### config.mk
export PLATFORM = sky130hd
export DESIGN_NAME = maze_session_ctrl_flat
export DESIGN_NICKNAME = d
export VERILOG_FILES = /design/src/rtl/maze_session_if.sv /design/src/rtl/maze_session_ctrl.sv /design/src/flat_wrapper.sv
export SDC_FILE = /design/constraint.sdc
export NUM_CORES = 1
export LEC_CHECK = 0
export CORE_MARGIN = 10
export CORE_UTILIZATION = 52
export CTS_BUF_LIST = sky130_fd_sc_hd__clkbuf_16
export DETAILED_ROUTE_END_ITERATION = 10
export PLACE_DENSITY_LB_ADDON = 0.1
export SYNTH_ARGS = -nofsm -noshare
export SYNTH_HDL_FRONTEND = slang
export SYNTH_SLANG_ARGS = --single-unit
### constraint.sdc
create_clock -name clk -period 4.4 [get_ports clk]
set_input_delay 1.32 -clock clk [delete_from_list [all_inputs] [get_ports clk]]
set_output_delay 1.32 -clock clk [all_outputs]
set_load 0.01 [all_outputs]
### src/rtl/maze_session_if.sv
// Handshake bundle between the maze session controller and its driver/solver side.
interface maze_session_if;
    logic       go;
    logic       solver_done;
    logic       solver_fail;
    logic       solver_move;
    logic       solver_start;
    logic       solver_run;
    logic       busy;
    logic       success;
    logic       failed;
    logic       timeout;
    logic [7:0] move_count;

    modport master (
        output go, solver_done, solver_fail, solver_move,
        input  solver_start, solver_run, busy, success, failed, timeout, move_count
    );

    modport slave (
        input  go, solver_done, solver_fail, solver_move,
        output solver_start, solver_run, busy, success, failed, timeout, move_count
    );
endinterface

### src/rtl/maze_session_ctrl.sv
// Maze session controller: starts the solver, kicks the replay and counts replayed moves.
// Define MAZE_SESSION_TIMEOUT_EN to add a per-phase watchdog (limit TIMEOUT_CYCLES).
module maze_session_ctrl #(
    parameter logic [15:0] TIMEOUT_CYCLES = 16'd40000
) (
    input  logic          clk,
    input  logic          rst,
    maze_session_if.slave bus
);
    typedef enum logic [2:0] {
        S_IDLE,
        S_LAUNCH,
        S_SOLVE,
        S_KICK,
        S_REPLAY
    } state_e;

    state_e     state_q;
    logic       start_q;
    logic       run_q;
    logic       busy_q;
    logic       success_q;
    logic       failed_q;
    logic       first_q;
    logic [7:0] count_q;
    logic [7:0] count_d;
    logic       replay_done;
    logic       wd_trip;

    assign count_d = (count_q == 8'hFF) ? count_q : count_q + 8'd1;

    // Replay completes only on a done without a move, and never in its first cycle.
    assign replay_done = bus.solver_done & ~bus.solver_move & ~first_q;

`ifdef MAZE_SESSION_TIMEOUT_EN
    logic [15:0] wd_q;
    logic        timeout_q;
    logic        in_phase;
    logic        phase_exit;

    assign in_phase = (state_q == S_SOLVE) || (state_q == S_REPLAY);

    // NOTE: every signal driven in always_comb gets a default first, so no latch is inferred.
    always_comb begin
        phase_exit = 1'b0;
        if (state_q == S_SOLVE) begin
            phase_exit = bus.solver_fail | bus.solver_done;
        end else if (state_q == S_REPLAY) begin
            phase_exit = bus.solver_fail | replay_done;
        end
    end

    // Expiry loses to a genuine phase exit in the same cycle.
    assign wd_trip = in_phase && (wd_q == TIMEOUT_CYCLES - 16'd1) && !phase_exit;

    always_ff @(posedge clk or posedge rst) begin
        if (rst) begin
            wd_q      <= '0;
            timeout_q <= 1'b0;
        end else begin
            if (in_phase) begin
                wd_q <= wd_q + 16'd1;
            end else begin
                wd_q <= '0;
            end
            if (state_q == S_IDLE && bus.go) begin
                timeout_q <= 1'b0;
            end else if (wd_trip) begin
                timeout_q <= 1'b1;
            end
        end
    end

    assign bus.timeout = timeout_q;
`else
    logic [15:0] unused_timeout_cycles;

    assign unused_timeout_cycles = TIMEOUT_CYCLES;
    assign wd_trip               = 1'b0;
    assign bus.timeout           = 1'b0;
`endif

    // NOTE: state registers use non-blocking (<=) so every flop samples pre-edge values.
    always_ff @(posedge clk or posedge rst) begin
        if (rst) begin
            state_q   <= S_IDLE;
            start_q   <= 1'b0;
            run_q     <= 1'b0;
            busy_q    <= 1'b0;
            success_q <= 1'b0;
            failed_q  <= 1'b0;
            first_q   <= 1'b0;
            count_q   <= '0;
        end else begin
            start_q <= 1'b0;
            run_q   <= 1'b0;
            first_q <= 1'b0;
            case (state_q)
                S_IDLE: begin
                    if (bus.go) begin
                        state_q   <= S_LAUNCH;
                        start_q   <= 1'b1;
                        busy_q    <= 1'b1;
                        success_q <= 1'b0;
                        failed_q  <= 1'b0;
                        count_q   <= '0;
                    end
                end
                S_LAUNCH: state_q <= S_SOLVE;
                S_SOLVE: begin
                    if (bus.solver_fail || wd_trip) begin
                        state_q  <= S_IDLE;
                        busy_q   <= 1'b0;
                        failed_q <= 1'b1;
                    end else if (bus.solver_done) begin
                        state_q <= S_KICK;
                        run_q   <= 1'b1;
                    end
                end
                S_KICK: begin
                    state_q <= S_REPLAY;
                    first_q <= 1'b1;
                end
                S_REPLAY: begin
                    if (bus.solver_move && !bus.solver_fail) begin
                        count_q <= count_d;
                    end
                    if (bus.solver_fail || wd_trip) begin
                        state_q  <= S_IDLE;
                        busy_q   <= 1'b0;
                        failed_q <= 1'b1;
                    end else if (replay_done) begin
                        state_q   <= S_IDLE;
                        busy_q    <= 1'b0;
                        success_q <= 1'b1;
                    end
                end
                default: state_q <= S_IDLE;
            endcase
        end
    end

    assign bus.solver_start = start_q;
    assign bus.solver_run   = run_q;
    assign bus.busy         = busy_q;
    assign bus.success      = success_q;
    assign bus.failed       = failed_q;
    assign bus.move_count   = count_q;
endmodule

### src/flat_wrapper.sv
// flat-port wrapper written by rule: the top's interface ports become plain ports
module maze_session_ctrl_flat 
#(
    parameter logic [15:0] TIMEOUT_CYCLES = 16'd40000
)
  (clk, rst, bus_go, bus_solver_done, bus_solver_fail, bus_solver_move, bus_solver_start, bus_solver_run, bus_busy, bus_success, bus_failed, bus_timeout, bus_move_count);
  maze_session_if bus_i ();
  input  logic clk;
  input  logic rst;
  input wire logic [$bits(bus_i.go)-1:0] bus_go;
  input wire logic [$bits(bus_i.solver_done)-1:0] bus_solver_done;
  input wire logic [$bits(bus_i.solver_fail)-1:0] bus_solver_fail;
  input wire logic [$bits(bus_i.solver_move)-1:0] bus_solver_move;
  output wire logic [$bits(bus_i.solver_start)-1:0] bus_solver_start;
  output wire logic [$bits(bus_i.solver_run)-1:0] bus_solver_run;
  output wire logic [$bits(bus_i.busy)-1:0] bus_busy;
  output wire logic [$bits(bus_i.success)-1:0] bus_success;
  output wire logic [$bits(bus_i.failed)-1:0] bus_failed;
  output wire logic [$bits(bus_i.timeout)-1:0] bus_timeout;
  output wire logic [$bits(bus_i.move_count)-1:0] bus_move_count;
  assign bus_i.go = bus_go;
  assign bus_i.solver_done = bus_solver_done;
  assign bus_i.solver_fail = bus_solver_fail;
  assign bus_i.solver_move = bus_solver_move;
  assign bus_solver_start = bus_i.solver_start;
  assign bus_solver_run = bus_i.solver_run;
  assign bus_busy = bus_i.busy;
  assign bus_success = bus_i.success;
  assign bus_failed = bus_i.failed;
  assign bus_timeout = bus_i.timeout;
  assign bus_move_count = bus_i.move_count;
  maze_session_ctrl #(.TIMEOUT_CYCLES(TIMEOUT_CYCLES)) u_core (.clk(clk), .rst(rst), .bus(bus_i));
endmodule
* After elaboration in Yosys (flattened, before gate mapping)
Index checks and enable logic that the tools add are counted.
Word-level totals: input port bits 6, output and inout port bits 14, register bits after elaboration 17, word-level logic and storage cells 66
Operators by class: equal/unequal tests 14, multiplexer cells 27, bitwise gates (word level) 4, reduce and logical (&&, ||, !) cells 12, add/sub/neg operators 1
Operators with widths (number):
- two-way mux 8 bit | 3
- one-hot mux 8 bit (2 select lines) | 1
- two-way mux 3 bit | 5
- one-hot mux 3 bit (5 select lines) | 1
- two-way mux 1 bit | 14
- AND reduction 4 bit | 3
- adder 8 x 1 -> 8 bit, second input constant | 1
- equality test 8 bit, second input constant | 1
- != test 2 bit, second input constant | 4
- equality test 3 x 2 -> 1 bit, second input constant | 2
- != test 2 x 1 -> 1 bit, second input constant | 3
- AND reduction 3 bit | 2
- one-hot mux 1 bit (2 select lines) | 2
- nonzero test 2 bit | 2
- equality test 3 x 1 -> 1 bit, second input constant | 1
- equality test 3 bit, second input constant | 1
- logical NOT 3 bit | 1
- != test 3 x 2 -> 1 bit, second input constant | 1
- != test 3 bit, second input constant | 1
- one-hot mux 1 bit (3 select lines) | 1
- nonzero test 3 bit | 1
- AND 1 bit | 2
- inverter 1 bit | 2
- OR reduction 2 bit | 1
- 2 further kinds | 2

* Depth between registers and ports, before layout
depth after elaboration 6, mapped depth 6, mapped depth without buffers 5

* Least setup slack after synthesis
Ideal clock, no wire load.
path kind input to register, start point in bus_go, end point reg u_core.count_q[5], in the netlist u_core.bus.move_count[5], stages 5, library setup time 118 ps, slack 2089 ps, required time 4282 ps, arrival time 2192 ps, buffers on the path 0, cells stage by stage nand2b_1 > or3_2 > inv_1 > o22ai_1 > a21o_1
On the way: word-level cells in the longest chain between the ends 2
RTL lines:
- start: declaration | RTL line flat_wrapper.sv:10 | input wire logic [$bits(bus_i.go)-1:0] bus_go;
- != test 2 bit (no line)
- AND reduction 4 bit (no line)
- end signal: assignment | RTL line maze_session_ctrl.sv:126 | count_q <= count_d;
- end: declaration | RTL line maze_session_ctrl.sv:25 | logic [7:0] count_q;
No other way between the ends. A chain may end at the register's enable or synchronous reset.

* Worst setup path in the final report
start point in bus_solver_fail, end point reg u_core.count_q[3], in the netlist u_core.bus.move_count[3]
On the way: word-level cells in the longest chain between the ends 4
RTL lines:
- start: declaration | RTL line flat_wrapper.sv:12 | input wire logic [$bits(bus_i.solver_fail)-1:0] bus_solver_fail;
- logical NOT 1 bit | RTL line maze_session_ctrl.sv:125 | if (bus.solver_move && !bus.solver_fail) begin
- logical AND 1 bit | RTL line maze_session_ctrl.sv:125
- != test 2 x 1 -> 1 bit (no line)
- AND reduction 4 bit (no line)
No other way between the ends.

==> out/qor.csv <==
stage;metric;value;unit
pwr;VDD IR max;0.346;mV
layout;Area growth syn-to-layout;27.4;%
pwr;leakage power;0.492;nW
logic_synthesis;most common flop cell mapped by yosys;dfrtp_1;
sta;# setup viols final;0;
cts;clk sinks;17;
pwr;PwrDens;466;nW/um2
worst_setup_path;worst-path cell chain;clkdlybuf4s50_1 > nand2b_1 > or2_4 > or3_1 > o211ai_2;
sta;worst-margin pin slew;0.644;ns
die;Die W;61.7;um
min_path;worst hold path class;flip-flop to flip-flop;
cts;post-cts sizing count;0;
worst_setup_path;WP data required;4.56;ns
cts;clock-pin slew on the worst setup and hold paths;0.05;ns
worst_setup_path;R2R Setup Slk;2.50;ns
die;I/O Pins;20;
logic_synthesis;syn_nets;105;
grt;largest net degree at the start of global routing;18;
logic_synthesis;syn avg cell area;9.22;um2
layout;share of post-route cells with drive strength above 1;7.76;%
cts;Num CTS Buffers;3;
sta;RSZ-0062 raised after global routing;false;
route;DRT iter0 DRCs;17;
route;Residual DRC;0;
grt;global-route wire length before repair;3250;um
worst_setup_path;CP Launch Type;primary input;
sta;fin crit share;61.3;%
sta;fmax;0.371;GHz
worst_setup_path;crit end category;flip-flop;
route;WL met1;900;um
cts;CTS tree;done;
die;Die Span Y;61.7;um
layout;commonest non-fill, non-tap cell in the layout;clkdlybuf4s50_1;
sta;Fin. Hold Viols;0;
sta;Max Slew Vio Count;0;
worst_setup_path;max incr delay on CP;0.54;ns
cts;CTS max path bufs;2;
die;row cnt;15;
cts;cts hold-fix bufs;0;
logic_synthesis;synth unique cells;34;
logic_synthesis;Seq/Total Area, Yosys;47.1;%
route;Final ANT Viol Nets;0;
worst_setup_path;worst-path cell with the longest stage delay;clkdlybuf4s50_1;
logic_synthesis;EDFF count, synth;0;
cts;Clock Tree Root;clkbuf_16;
layout;Nets;124;
logic_synthesis;synthesized instance count;98;
die;core box area;1690;um2
sta;post-route setup TNS;0;ns
route;Top Metal Used;met4;
cts;Post CTS Setup Buffer Count;0;
worst_setup_path;worst-path fanout max;8;
flow_run;# Max-Cap Violations;0;
placed_design;IO Port Bufs;18;
route;DR pass1 iterations;4;
route;via count;744;
logic_synthesis;fraction of registers with async set/reset;100;%
sta;clock period minus worst slack;2.70;ns
route;metal3 WL;124;um
sta;Post-Route Skew;0.00140;ns
die;Starting Density;53.5;%
sta;Worst slew margin;57.0;%
layout;most frequent cells in the layout;clkdlybuf4s50_1, dfrtp_1, nor2_1;
pwr;total power;0.537;mW
worst_setup_path;crit path DAT;2.86;ns
route;mean routed wirelength per cell;14.8;um
route;DRT Wirelength;1960;um
placed_design;GP Congestion;0.793;
grt;Overflow after GRT;0;
route;Met2 Wirelength;929;um
cts;H-tree depth;1;
logic_synthesis;Synth Warn #;0;
placed_design;dpl hpwl;1480;um
logic_synthesis;synthesized area;903;um2
worst_setup_path;CP Class;primary input to flip-flop;
grt;vias in the first global route;726;
grt;Global Route Usage Sum;11.3;%
layout;Antenna Cells;0;
route;Via-to-Cell Ratio;5.59;
status;status;finished, final reports clean;
grt;antenna violations before repair;0;
cts;clock latency on the worst-skew pair;0.24;ns
die;die area;3800;um2
logic_synthesis;post-synthesis register bit count;17;
[power breakdown]
group | switching, mW | internal, mW
registers | 0.0360 | 0.187
logic | 0.0711 | 0.0650
clock network | 0.0568 | 0.121
total | 0.164 | 0.373
[kinds of logic after synthesis]
kind of cell    share of synthesized area, %
fa+ha+maj                               1.38
compound gates                          18.1
buf+inv                                 7.06
flops                                   47.1
xor+xnor                               0.970
other cells                            0.415
simple gates                            24.9
[Yosys cell counts (2+ instances only)]
library cell | count | area, um2
nand3_1 | 6 | 30.0
buf_6 | 2 | 22.5
inv_1 | 8 | 30.0
o21ai_0 | 5 | 25.0
a21oi_1 | 5 | 25.0
nand2b_1 | 3 | 18.8
nand3b_1 | 2 | 15.0
nor3_1 | 3 | 15.0
nor2_1 | 10 | 37.5
nand2_1 | 9 | 33.8
or3_1 | 2 | 12.5
o211ai_1 | 4 | 30.0
dfrtp_1 | 17 | 425
a31oi_1 | 2 | 12.5
[worst paths after layout]
kind / to / from / cells after the start
setup / recovery: u_core.bus.move_count[3] / bus_solver_fail / 5
hold / removal: u_core.bus.success / u_core.bus.success / 2
setup reg to reg: u_core.bus.move_count[3] / u_core.state_q[2] / 4
hold reg to reg: u_core.bus.success / u_core.bus.success / 2
max in group asynchronous: u_core.state_q[2] / rst / 2
min in group asynchronous: u_core.bus.failed / rst / 2
[layer usage]
layer | global-route usage, % | up-vias
met5 | 0 | -
met3 | 4.33 | 2
met1 | 14.6 | 349
li1 | - | 377
met2 | 17.0 | 16
met4 | 3.50 | 0
[cell type report]
class | instances | area (um2)
clock buffer | 3 | 75.1
inverter | 8 | 30.0
fill | 132 | 538
tap | 17 | 21.3
multi-input combinational | 69 | 414
sequential | 17 | 425
clock inverter | 1 | 5.00
timing repair buffer | 18 | 180
[metrics by stage]
stage / hold WS (ns) / instance area (um2) / instances / setup WS [ns] / utilization, %
2_1_floorplan: 0.517 / 903 / 98 / 2.09 / -
6_report: 0.524 / 1150 / 133 / 1.70 / 68.1
5_1_grt: 0.562 / 1150 / 133 / 1.61 / 68.1
3_3_place_gp: 0.489 / 1070 / 129 / 1.46 / 63.4
4_1_cts: 0.534 / 1150 / 133 / 1.70 / 68.1
3_5_place_dp: 0.513 / 1070 / 129 / 1.46 / 63.4
[state kept, by name (all words and copies together), names as in the netlist]
register                 count
u_core.state_q               3
u_core.first_q               1
u_core.bus.success           1
u_core.bus.busy              1
u_core.bus.solver_run        1
u_core.bus.failed            1
u_core.bus.solver_start      1
u_core.bus.move_count        8
[worst max-delay path, delay by kind of cell]
kind	cells	cell delay, ns
simple gates	3	0.93
compound gates	1	0.07
buf+inv	1	0.54
No activity file was read; power rests on OpenSTA's default activity.
==> edit: new RTL, same flow settings <==
Build with the macro `MAZE_SESSION_TIMEOUT_EN` defined.
--- a/src/rtl/maze_session_ctrl.sv
+++ b/src/rtl/maze_session_ctrl.sv
@@ -1,4 +1,6 @@
 // Maze session controller: starts the solver, kicks the replay and counts replayed moves.
 // Define MAZE_SESSION_TIMEOUT_EN to add a per-phase watchdog (limit TIMEOUT_CYCLES).
+`define MAZE_SESSION_TIMEOUT_EN
+
 module maze_session_ctrl #(
     parameter logic [15:0] TIMEOUT_CYCLES = 16'd40000
Formal check against the unedited RTL: no difference found for any inputs over 10 cycles, from zero or initial values and one cycle with rst high; that may be too few to reach the edited logic, so the function may still have changed.
==> edit against the original RTL <==
Synthesized area is 95% higher. Clock skew is 0.0035 ns higher. Critical path type unchanged. Die area is 61% higher. Final area is 87% higher. Wire length is 97% higher. Sequential cell count is 17 higher. Critical path depth stayed put. Setup slack worse by 0.28 ns. Power is 96% higher.
==> edit: results (changes against the original RTL) <==
| Metric | Value |
|---|---|
| Worst Clk Skew | 0.004912 ns (was 0.001397 ns) |
| Status | complete, no violations (unchanged) |
| Sw power | 335.1 µW (was 163.9 µW) |
| Via count | 1,464 (was 744) |
| Number of distinct library cells after synthesis | 41 (was 34) |
| Final Net Count | 213 (was 124) |
| Syn Nets | 193 (was 105) |
| Reg area | 850.8 µm² (was 425.4 µm²) |
| Inverters | 5 (was 8) |
| Vias in the first global route | 1,456 (was 726) |
| Filler instances | 279 (was 132) |
| First DRT Iteration DRCs | 181 (was 17) |
| DP Wirelength | 2606 µm (was 1485 µm) |
| Total chip power | 1.054 mW (was 536.8 µW) |
| Post-synthesis mux area share | 2.839% (was 0%) |
| Clock network share of area | 7.563% (was 6.957%) |
| Placed cell areas | 0.001988 mm² (was 0.001071 mm²) |
| Tot GR Track Use | 13.32% (was 11.33%) |
| DR WL/cell | 15.36 µm (was 14.75 µm) |
| Synth Area in Compound Gates | 11.14% (was 18.14%) |
| First-pass GRT wire length | 6748 µm (was 3249 µm) |
| TritonCTS Buffers | 5 (was 3) |
| Syn_area_per_cell | 9.529 µm² (was 9.218 µm²) |
| Largest Register | u_core.wd_q |
| Register share of total power | 38.8% (was 41.5%) |
| Combinational gate power | 255 µW (was 136 µW) |
| H-tree depth | 2 (was 1) |
| Setup WS pre-CTS | 1.140 ns (was 1.462 ns) |
| Largest net degree at the start of global routing | 35 (was 18) |
| N_taps | 46 (was 17) |
| Post-synth top cells | dfrtp_1, nor2_1, nand2_1 (unchanged) |
| Top post-synthesis cells by area | dfrtp_1, nor2_1, nand3_1 (was dfrtp_1, nor2_1, nand2_1) |
| Layout cells sized above 1 | 6.796% (was 7.759%) |
| Non-clock buffers | 20 (was 18) |
| XOR/XNOR Fraction of Synth Area | 5.465% (was 0.9695%) |
| GPL Wtd Cong | 0.8397 (was 0.7932) |
| Max reg flops | 16 (was 8) |
| Non-clk buf share | 9.191% (was 15.65%) |
| Pleak | 0.8590 nW (was 0.4917 nW) |
| Headroom to the max-slew limit | 42.78% (was 56.99%) |
| Vias per cell | 5.810 (was 5.594) |
| #FFs+latches synth | 34 (was 17) |
| Peak supply drop | 0.0002767 V (was 0.0003462 V) |
| Crit path max fanout | 12 (was 8) |
| Fraction of area in multi-input gates | 40.14% (was 35.98%) |
| Area growth syn-to-layout | 22.00% (was 27.42%) |
| Synth Area in Adders | 1.419% (was 1.385%) |
| Sequential fraction of the synthesis area | 48.26% (was 47.09%) |
| Comb_multi_in | 139 (was 69) |
| Clock buffers | 5 (was 3) |
| Port bufs | 19 (was 18) |
| Worst Hold Class | register to register (unchanged) |
| Inst Count DP | 244 (was 129) |
==> edit: worst max-delay path, cell delays in order <==
cell             delay [ns]
clkdlybuf4s50_1        0.55
nor2b_1                0.26
mux2i_1                0.31
or4_1                  0.56
a21oi_1                0.17
==> edit: path summary, 6_finish.rpt <==
kind	start	to	slack, ns	cells past startpoint
worst min register to register	u_core.wd_q[0]	u_core.wd_q[0]	0.51	1
worst max-delay path	bus_solver_fail	u_core.bus.move_count[3]	1.43	5
worst min-delay path	u_core.wd_q[0]	u_core.wd_q[0]	0.51	1
min in group asynchronous	rst	u_core.bus.move_count[6]	1.45	3
max in group asynchronous	rst	u_core.bus.solver_start	2.65	3
worst max register to register	u_core.state_q[0]	u_core.bus.move_count[3]	2.39	4
==> edit: metal layers <==
metal | track usage (%) | up-vias | share of wire (%)
met5 | 0 | - | 0
met4 | 6.452 | 0 | 2.0
met3 | 3.986 | 6 | 5.2
met2 | 21.88 | 35 | 48
met1 | 15.53 | 717 | 45
li1 | - | 706 | -
